==> src/rtl/uart_tx_fifo.sv <==
// Byte FIFO feeding an 8N1 UART transmitter (LSB first, idle high).
// A new frame starts as soon as a byte is queued and the previous stop bit ends.
module uart_tx_fifo #(
  parameter int CLOCKS_PER_BAUD = 694,
  parameter int FIFO_DEPTH      = 8
) (
  input  logic                        clk_i,
  input  logic                        rstn_i,
  input  logic                        wr_valid_i,
  input  logic [7:0]                  wr_data_i,
  output logic                        wr_ready_o,
  output logic                        uart_tx_o,
  output logic                        busy_o,
  output logic [$clog2(FIFO_DEPTH):0] fifo_count_o
);

  localparam int PTR_W  = $clog2(FIFO_DEPTH);
  localparam int CNT_W  = PTR_W + 1;
  localparam int BAUD_W = $clog2(CLOCKS_PER_BAUD);
  localparam logic [CNT_W-1:0]  FULL_COUNT = CNT_W'(FIFO_DEPTH);
  localparam logic [BAUD_W-1:0] BAUD_LAST  = BAUD_W'(CLOCKS_PER_BAUD - 1);

  typedef enum logic [1:0] {
    IDLE  = 2'd0,
    START = 2'd1,
    DATA  = 2'd2,
    STOP  = 2'd3
  } state_t;

  logic [7:0]        fifo_mem [FIFO_DEPTH];
  logic [PTR_W-1:0]  rd_ptr_reg, rd_ptr_next;
  logic [PTR_W-1:0]  wr_ptr_reg, wr_ptr_next;
  logic [CNT_W-1:0]  count_reg, count_next;
  state_t            state_reg, state_next;
  logic [BAUD_W-1:0] baud_reg, baud_next;
  logic [2:0]        bit_idx_reg, bit_idx_next;
  logic [7:0]        tx_shift_reg, tx_shift_next;
  logic              tx_reg, tx_next;
  logic              push, pop, fifo_empty, baud_done;

  assign fifo_empty = (count_reg == '0);
  assign baud_done  = (baud_reg == BAUD_LAST);

  // Ready depends only on the registered count, so a pop cannot free a slot
  // for a push in the same cycle.
  assign wr_ready_o = rstn_i && (count_reg != FULL_COUNT);
  assign push       = wr_valid_i && wr_ready_o;

  assign uart_tx_o    = tx_reg;
  assign busy_o       = (state_reg != IDLE) || !fifo_empty;
  assign fifo_count_o = count_reg;

  always_comb begin
    state_next    = state_reg;
    baud_next     = baud_reg;
    bit_idx_next  = bit_idx_reg;
    tx_shift_next = tx_shift_reg;
    tx_next       = 1'b1;
    pop           = 1'b0;
    case (state_reg)
      IDLE: begin
        if (!fifo_empty) begin
          pop           = 1'b1;
          tx_shift_next = fifo_mem[rd_ptr_reg];
          baud_next     = '0;
          bit_idx_next  = '0;
          state_next    = START;
        end
      end
      START: begin
        tx_next = 1'b0;
        if (baud_done) begin
          baud_next    = '0;
          bit_idx_next = '0;
          state_next   = DATA;
        end else begin
          baud_next = baud_reg + 1'b1;
        end
      end
      DATA: begin
        tx_next = tx_shift_reg[0];
        if (baud_done) begin
          baud_next     = '0;
          tx_shift_next = {1'b0, tx_shift_reg[7:1]};
          bit_idx_next  = bit_idx_reg + 1'b1;
          if (bit_idx_reg == 3'd7) begin
            state_next = STOP;
          end
        end else begin
          baud_next = baud_reg + 1'b1;
        end
      end
      STOP: begin
        tx_next = 1'b1;
        if (baud_done) begin
          baud_next    = '0;
          bit_idx_next = '0;
          // Chain straight into the next frame when data is waiting.
          if (!fifo_empty) begin
            pop           = 1'b1;
            tx_shift_next = fifo_mem[rd_ptr_reg];
            state_next    = START;
          end else begin
            state_next = IDLE;
          end
        end else begin
          baud_next = baud_reg + 1'b1;
        end
      end
      default: begin
        state_next = IDLE;
      end
    endcase
  end

  always_comb begin
    rd_ptr_next = rd_ptr_reg;
    wr_ptr_next = wr_ptr_reg;
    count_next  = count_reg;
    if (pop) begin
      rd_ptr_next = rd_ptr_reg + 1'b1;
    end
    if (push) begin
      wr_ptr_next = wr_ptr_reg + 1'b1;
    end
    case ({push, pop})
      2'b10:   count_next = count_reg + 1'b1;
      2'b01:   count_next = count_reg - 1'b1;
      default: count_next = count_reg;
    endcase
  end

  always_ff @(posedge clk_i) begin
    if (!rstn_i) begin
      state_reg    <= IDLE;
      rd_ptr_reg   <= '0;
      wr_ptr_reg   <= '0;
      count_reg    <= '0;
      baud_reg     <= '0;
      bit_idx_reg  <= '0;
      tx_shift_reg <= '0;
      tx_reg       <= 1'b1;
    end else begin
      state_reg    <= state_next;
      rd_ptr_reg   <= rd_ptr_next;
      wr_ptr_reg   <= wr_ptr_next;
      count_reg    <= count_next;
      baud_reg     <= baud_next;
      bit_idx_reg  <= bit_idx_next;
      tx_shift_reg <= tx_shift_next;
      tx_reg       <= tx_next;
    end
  end

  // Storage is not reset; the pointers and count define what is valid.
  always_ff @(posedge clk_i) begin
    if (push) begin
      fifo_mem[wr_ptr_reg] <= wr_data_i;
    end
  end

endmodule

==> config.mk <==
export PLATFORM = sky130hd
export DESIGN_NAME = uart_tx_fifo
export DESIGN_NICKNAME = d
export VERILOG_FILES = /design/src/rtl/uart_tx_fifo.sv
export SDC_FILE = /design/constraint.sdc
export NUM_CORES = 1
export LEC_CHECK = 0
export BUFFER_PORTS_ARGS = -buffer_cell sky130_fd_sc_hd__buf_2
export CELL_PAD_IN_SITES_DETAIL_PLACEMENT = 0
export CELL_PAD_IN_SITES_GLOBAL_PLACEMENT = 1
export CORE_MARGIN = 5
export CORE_UTILIZATION = 54
export DETAILED_ROUTE_END_ITERATION = 8
export GPL_ROUTABILITY_DRIVEN = 0
export GPL_TIMING_DRIVEN = 0
export PLACE_DENSITY_LB_ADDON = 0.1
export SLEW_MARGIN = 40
export SYNTH_ARGS = -nofsm -noshare
export SYNTH_HDL_FRONTEND = slang
export SYNTH_SLANG_ARGS = --single-unit
==> constraint.sdc <==
create_clock -name clk_i -period 4.05 [get_ports clk_i]
set_input_delay 0.405 -clock clk_i [delete_from_list [all_inputs] [get_ports clk_i]]
set_output_delay 0.405 -clock clk_i [all_outputs]
set_load 0.05 [all_outputs]
==> results, run 1 <==
- The data required time at the worst endpoint is 4.36 ns.
- The total via count after detailed routing is 2,634.
- The worst path arrival time is 3.11 ns.
- Synthesis instantiated 51 different standard cells from the library.
- The capture point of the worst reg-to-reg path is fifo_count_o[2].
- The layout overhead on the synthesized area is 10.00%.
- In the final design database the tool counted 370 nets.
- The root buffer selected by CTS is sky130_fd_sc_hd__clkbuf_8.
- Counting flops with a built-in enable in the synthesized netlist gives 64.
- The post-route clock period utilization is 69.28%.
- The cell area that synthesis handed to floorplanning was 0.004340 mm².
- The flow ran to the end, and the final reports show no timing, DRC or antenna violations.
- The count of H-tree levels built during CTS is 3.
- The startpoint of the most critical register-to-register path is state_reg[0].
- The initial antenna violation count is 0.
- The number of warnings reported in the yosys synthesis log is 0.
- The clock passes through at most 2 buffers.
- The launch instance of the worst min-delay path is wr_data_i[5].
- For this design the top-level I/O count stands at 18.
- The type of the tightest min-delay check is in -> reg.
- The count of input and output buffers is 16.
- Summed over all failing endpoints, the final setup total negative slack is 0 ns.
- The layout cell share with drive strength beyond 1 is 21.43%.
- The ratio of total power to cell area is 592.1 mW/mm².
- The clock reaches the later pin of the worst-skew pair after 0.37 ns.
- The category of the critical setup timing path is reg -> reg.
- The number of global-route vias before repair is 2,643.
- The post-placement cell area is 0.004571 mm².
- In this run, synthesis produced a sequential element count of 101.
- The worst setup skew after layout is 0.01963 ns.
- The number of cells on the worst reg-to-reg path is 12.
- The design draws 2.827 mW.
- After detailed routing, the average wire length per cell comes to 18.12 µm.
- The number of max-cap violations is 0.
- The category of the worst setup path capture point is a flip-flop.
- The maximum operating frequency is 0.3564 GHz.
- The number of detailed-routing iterations run before antenna repair is 6.
- The average cell area after synthesis is 13.69 µm².
- The worst-case IR drop observed on VDD is 0.3425 mV.
- For the finished layout, the period the worst path requires is 2.806 ns.
- The worst hold path stage count is 1.
- The number of routed nets with antenna violations is 0.
- The global-route wire length before repair is 13,510 µm.
- Using the TritonRoute via totals, the vias-per-cell ratio works out to 5.827.
- In this run, the number of DRC markers left after iteration 0 of detailed routing was 195.
- The count of cells resized by post-cts repair is 0.
- After clock tree synthesis, the clock-pin slew on the worst setup and hold paths is 0.12 ns.
- The overall routed net length is 8190 µm.
- The max-slew violation count was 0.
- The worst reg-to-reg setup slack is 1.24 ns.
- Setup repair after global routing left no endpoint under its margin.
- The count of unresolved DRC violations after routing is 0.
- The total track usage is 17.73%.
- TritonCTS built the clock tree.
- The number of antenna cells inserted is 0.
- The worst min-delay path endpoint is fifo_mem[4][5].
- Clock tree synthesis found a total of 101 sinks.
- The post-synthesis net count is 342.
- The total area inside the core boundary comes to 0.007767 mm².
- The hold violation total from the final report is 0.
- After clock tree synthesis, the flow added hold-fix buffers numbering 0.
- Counting flops with an async set or reset pin after synthesis yields a share of 0%.
- The worst setup path is launched from a flip-flop.
- After technology mapping, the gate count stands at 317.
- After floorplanning, the core was divided into 32 placement rows.
- Buffers inserted during clock tree synthesis total 9.
- Sequential cells were found to cover 61.34% of the synthesized design area.
- Measured against its own limit, the worst slew margin works out to 45.65%.
- The die span in y is 99.66 µm.
- The number of setup buffers added after CTS is 0.
- For this design the static power due to leakage is 1.581 nW.
- The half-perimeter wire length after detailed placement is 5518 µm.
- The area of the die is 0.009931 mm².
- Along the worst path, the maximum fanout reaches 10.
- The number of flip-flops in the largest register is 64.
- The total grt overflow is 0.
- The top flip-flop cell by instance count after synthesis is sky130_fd_sc_hd__edfxtp_1.
- Summing all non-filler instances in the final layout gives an area of 0.004775 mm².
- The starting density of the core is 55.88%.
- In this run the horizontal extent of the chip is 99.66 µm.
- The transition time of the tightest slew-check pin is 0.8122 ns.
- Setup violations remaining at the end of the flow were counted as 0.
- Entering global routing, the biggest net connects 21 pins.
cells in the mapped netlist (all sizes together) (3+ instances only):
cell type | instances | share of area, %
a2111oi | 3 | 0.61
a211oi | 5 | 0.86
a21oi | 11 | 1.3
a31oi | 3 | 0.43
and2 | 3 | 0.49
buf | 8 | 1.4
clkbuf | 8 | 0.69
dfxtp | 37 | 17
edfxtp | 64 | 44
ha | 14 | 4.0
inv | 18 | 1.6
mux2i | 4 | 0.92
mux4 | 16 | 8.3
nand2 | 8 | 0.69
nand2b | 4 | 0.58
nand3 | 7 | 0.81
nand4 | 5 | 0.72
nor2 | 22 | 1.9
nor3 | 4 | 0.46
o21ai | 19 | 2.3
o22ai | 7 | 1.0
o32ai | 7 | 1.4
or2 | 4 | 0.58
or3 | 3 | 0.43
xnor2 | 9 | 1.8
xor2 | 4 | 0.81
metrics by stage:
stage | instances | hold slack (ns) | util (%) | worst slack (ns)
2_1_floorplan | 317 | 0.4288 | - | 1.286
3_3_place_gp | 435 | 0.4385 | 58.55 | 1.146
3_5_place_dp | 436 | 0.4430 | 58.84 | 1.275
4_1_cts | 452 | 0.2900 | 61.40 | 1.241
5_1_grt | 452 | 0.2865 | 61.47 | 0.9285
6_report | 452 | 0.3026 | 61.47 | 1.244
layout by cell type (no fill, tap or decap), drive strengths merged, types with 4 or more instances in the layout:
master and instances:
nand4 5, nor2 22, a211oi 5, clkbuf 17, mux2i 4, nor3 4
nand3 7, o22ai 7, edfxtp 64, xor2 4, o21ai 19, xnor2 9
o32ai 7, a21oi 11, inv 22, buf 25, ha 14, mux4 16
dfxtp 37, nand2b 4, nand2 8, or2 4
final cells by class:
type	count	area (µm²)
plain buffers	16	92.59
clock buffers	9	123.9
clock inverters	7	75.07
fillers	626	2993
inverters	18	67.56
multi-input cells	182	1538
flip-flops and latches	101	2663
well taps	102	127.6
repair buffers	17	87.58
where the power goes:
group          internal, mW  switching (mW)
registers              1.17          0.0638
logic                 0.380           0.585
clock network         0.245           0.381
routing by layer:
layer | vias to the layer above | global-route usage, % | share of wire (%)
li1 | 1268 | - | -
met3 | 7 | 3.226 | 3.7
met2 | 48 | 28.41 | 48
met5 | - | 0 | 0
met1 | 1311 | 24.79 | 47
met4 | 0 | 5.357 | 0.95
cells by family (layout without fill, tap and decap cells):
family,count (synthesis),after routing,share of synthesized area [%]
DFF,101,101,61.34
and+or+nand+nor,71,71,9.311
AOI/OAI and AO/OA,64,64,9.773
buffers and inverters,34,67,3.690
muxes,20,20,9.225
adders and majority gates,14,14,4.036
xor gates and xnor gates,13,13,2.623
critical path, stage by stage (launching register included):
cell and delay [ns]:
sky130_fd_sc_hd__dfxtp_1 0.41, sky130_fd_sc_hd__inv_1 0.11, sky130_fd_sc_hd__ha_1 0.20, sky130_fd_sc_hd__clkbuf_1 0.23, sky130_fd_sc_hd__a41oi_2 0.38, sky130_fd_sc_hd__nor2_1 0.12, sky130_fd_sc_hd__ha_1 0.27, sky130_fd_sc_hd__xor2_1 0.17
sky130_fd_sc_hd__ha_1 0.18, sky130_fd_sc_hd__a21oi_1 0.14, sky130_fd_sc_hd__xor2_1 0.09, sky130_fd_sc_hd__or3_1 0.30, sky130_fd_sc_hd__a21oi_1 0.14
worst max path at each step:
stage                         start              end  slack (ns)  cells past startpoint
floorplan           fifo_count_o[3]  fifo_count_o[2]        1.29                      9
detailed placement     state_reg[1]  fifo_count_o[2]        1.28                     12
CTS                    state_reg[1]  fifo_count_o[2]        1.24                     12
finish                 state_reg[0]  fifo_count_o[2]        1.24                     12
global route           state_reg[1]  fifo_count_o[3]        0.93                     11
global placement             rstn_i   fifo_mem[0][0]        1.15                      4
Note: power is estimated with default switching activity, not from simulation.
==> run 2: changes to the inputs <==
CORE_UTILIZATION = 51   (was 54)
clock period = 2.7 ns   (was 4.05 ns; I/O delays follow)
==> run 2 against run 1 <==
  * Die area is 5.3% higher
  * Worst setup slack worse by 1.2 ns
  * Via count is 1.7% lower
  * Hold slack worse by 0.14 ns
  * Utilization is 3.4 points lower
  * Routed wire length is 1.4% higher
  * Sequential power is 50% higher
  * Final cell count is 0.22% higher
  * Highest routed layer unchanged
==> results, run 2 (synthesized netlist as in run 1, its figures left out) <==
- The maximum single-stage delay on the critical path was 0.69 ns (+0.28 ns).
- The largest net degree at the start of global routing is 20 (-4.8%).
- In the layout the commonest cells are 64 x sky130_fd_sc_hd__edfxtp_1, 33 x sky130_fd_sc_hd__dfxtp_1, 19 x sky130_fd_sc_hd__buf_2, 17 x sky130_fd_sc_hd__inv_1, 17 x sky130_fd_sc_hd__o21ai_0.
- The total track usage is 17.36% (-0.36 points).
- The switching power is 1.541 mW (+50%).
- The number of buffers on the longest clock path is 2 (unchanged).
- The setup-violating endpoint count in the final report is 0 (unchanged).
- The count of H-tree levels built during CTS is 3 (unchanged).
- In this run the most critical hold path is launched from wr_data_i[2].
- Tracing the worst setup path back leads to its startpoint at fifo_count_o[1].
- The clock period minus worst slack came to 2.613 ns (-0.1931 ns).
- The later-pin clock latency in the skew report is 0.37 ns (about the same).
- The area inside the core boundary came to 0.008258 mm² (+6.3%).
- The routed length per placed instance was 18.32 µm (+1.1%).
- Leaving out fill and tap cells, the most frequent cell in the layout is sky130_fd_sc_hd__edfxtp_1.
- The worst max-slew margin expressed relative to the limit is 46.84% (+1.2 points).
- The proportion of power drawn by the clock network is 21.9% (-0.2 points).
- The number of global-route vias before repair is 2,547 (-3.6%).
- The layout overhead on the synthesized area is 10.46%.
- The static power due to leakage is 1.577 nW (-0.27%).
- The via count normalized by instance count is 5.717 (-1.9%).
- The total via count after detailed routing is 2,590 (-1.7%).
- The ratio of total power to cell area is 884.4 mW/mm² (+49%).
- The buffers plus inverters on the worst setup path was 2 (unchanged).
- The worst setup skew after layout is 0.008133 ns (-0.01149 ns).
- The root buffer selected by CTS is sky130_fd_sc_hd__clkbuf_8.
- On the critical path the largest part of the delay comes from simple AND/OR/NAND/NOR gates.
- The worst path arrival time is 2.91 ns (-0.20 ns).
- The number of routed nets with antenna violations is 0 (unchanged).
- The nature of the critical path startpoint is a flip-flop.
- The switching portion of total power is 36.33% (-0.10 points).
- The number of top-level design ports is 18 (unchanged).
- The number of buffers created by CTS is 9 (unchanged).
- The total grt overflow is 0 (unchanged).
- The startpoint of the most critical register-to-register path is fifo_count_o[1].
- The maximum vdd drop is 0.4945 mV (+44%).
- The post-CTS setup repair buffer count is 0 (unchanged).
- The die span in y came to 102.3 µm (+2.6%).
- The overall routed net length was 8301 µm (+1.4%).
- The hold violation total from the final report is 0 (unchanged).
- The cell internal power dissipation is 2.700 mW (+50%).
- The clock-pin slew on the worst setup and hold paths is 0.10 ns (-0.02 ns).
- For this design, the slowest cell found on the critical path is sky130_fd_sc_hd__or4b_2.
- The area of the die is 0.01046 mm² (+5.3%).
- The number of flip-flops in the largest register came to 64 (unchanged).
- The utilization of the core after routing came to 58.06% (-3.4 points).
- The final-layout worst hold slack is 0.1671 ns (-0.1354 ns).
- The largest fanout on the critical path was 8 (-2).
- The number of antenna cells inserted was 0 (unchanged).
- The combinational share of power is 34.3% (+0.2 points).
- The pre-CTS setup slack is -0.05796 ns (-1.333 ns).
- The category of the worst setup path capture point is a flip-flop.
- TritonCTS built the clock tree.
- The fill cell total of the finished layout came to 675 (+7.8%).
- Setup repair after global routing could not meet its margin everywhere.
- The number of detailed-routing iterations run before antenna repair is 4 (-2).
- The post-route clock period utilization is 96.77% (+27 points).
- The count of clock tree sinks is 101 (unchanged).
- The count of unresolved DRC violations after routing came to 0 (unchanged).
- The maximum operating frequency was 0.3827 GHz (+7.4%).
- The max-slew violation count is 0 (unchanged).
- The half-perimeter wire length after detailed placement is 5550 µm (+0.57%).
- The count of input and output buffers is 16 (unchanged).
- The power share of the sequential group is 43.8% (about the same).
- The category of the critical setup timing path is reg -> reg.
- The number of placement rows is 33 (+3.1%).
- The number of hold-repair buffers added at the cts stage is 0 (unchanged).
- The initial antenna violation count is 0 (unchanged).
- The net total in the final layout is 368 (-0.54%).
- The run finished with clean final reports.
- The layout cell share with drive strength beyond 1 is 24.14% (+2.7 points).
- The starting density of the core was 52.56% (-3.3 points).
- The number of max-cap violations came to 0 (unchanged).
- The type of the tightest min-delay check is in -> reg.
- The transition time of the tightest slew-check pin is 0.7945 ns (-0.01771 ns).
- The iteration-0 DRC count of the detailed router is 126 (-35%).
- The signal on the critical path passes through buf_4 -> or4b_2 -> nand3_2 -> ha_1 -> clkbuf_1 -> nor4b_1 -> o21ai_0 -> a21o_1 -> a21oi_1.
- The least setup slack across all paths after layout came to 0.08723 ns (-1.157 ns).
- The die extent in x was 102.3 µm (+2.6%).
- The data required time at the worst endpoint is 3.00 ns (-1.36 ns).
- The global-route wire length before repair is 13,500 µm (-0.10%).
-- run 2: cell types whose count changed in the layout (fill, tap and decap cells not counted), moves of 2 or more --
cell / previous run / this run
sky130_fd_sc_hd__nor2_2: 4 / 6
sky130_fd_sc_hd__clkbuf_1: 8 / 6
sky130_fd_sc_hd__dfxtp_1: 37 / 33
sky130_fd_sc_hd__nor2_1: 18 / 16
sky130_fd_sc_hd__dfxtp_2: 0 / 4
-- run 2: final timing paths --
path                     end  slack (ns)  cells after the start
min           fifo_mem[0][2]        0.17                      1
max reg2reg  fifo_count_o[3]        0.09                      9
min reg2reg  tx_shift_reg[5]        0.46                      2
max          fifo_count_o[3]        0.09                      9
-- run 2: per-layer routing --
metal / vias to the layer above / share of wire, % / track usage [%]
li1: 1259 / - / -
met1: 1275 / 49 / 25.69
met2: 47 / 46 / 25.84
met3: 9 / 3.8 / 3.140
met4: 0 / 1.3 / 6.155
met5: - / 0 / 0
-- run 2: layout make-up --
type | instances | area (µm²) | share of cell area (%)
flip-flops and latches | 101 | 2668 | 55.64
multi-input cells | 182 | 1569 | 32.72
well taps | 105 | 131.4 | 2.740
clock buffers | 9 | 123.9 | 2.584
repair buffers | 17 | 85.08 | 1.775
plain buffers | 14 | 85.08 | 1.775
inverters | 18 | 67.56 | 1.409
clock inverters | 7 | 65.06 | 1.357
-- run 2: power by group through the flow --
stage	registers [mW]	logic, mW	clock network [mW]
3_3_place_gp	1.89	1.44	0
3_5_place_dp	1.89	1.45	0
4_1_cts	1.86	1.46	0.945
5_1_grt	1.88	1.59	1.02
6_report	1.86	1.45	0.929
2_1_floorplan	1.97	1.04	0
-- run 2: stage by stage --
| stage | power [mW] | std cells | cell area, µm² | setup TNS, ns |
|---|---|---|---|---|
| 2_1_floorplan | 3.013 | 317 | 4343 | 0 |
| 3_3_place_gp | 3.324 | 438 | 4554 | -2.525 |
| 3_5_place_dp | 3.344 | 439 | 4572 | -0.08058 |
| 4_1_cts | 4.263 | 454 | 4760 | 0 |
| 5_1_grt | 4.482 | 453 | 4795 | -0.1047 |
| 6_report | 4.240 | 453 | 4795 | 0 |
-- run 2: timing repair --
| action | CTS | global route |
|---|---|---|
| gates cloned | 0 | 0 |
| setup endpoints to repair | 2 | 2 |
| pin swaps | 0 | 2 |
| resized for setup | 1 | 6 |
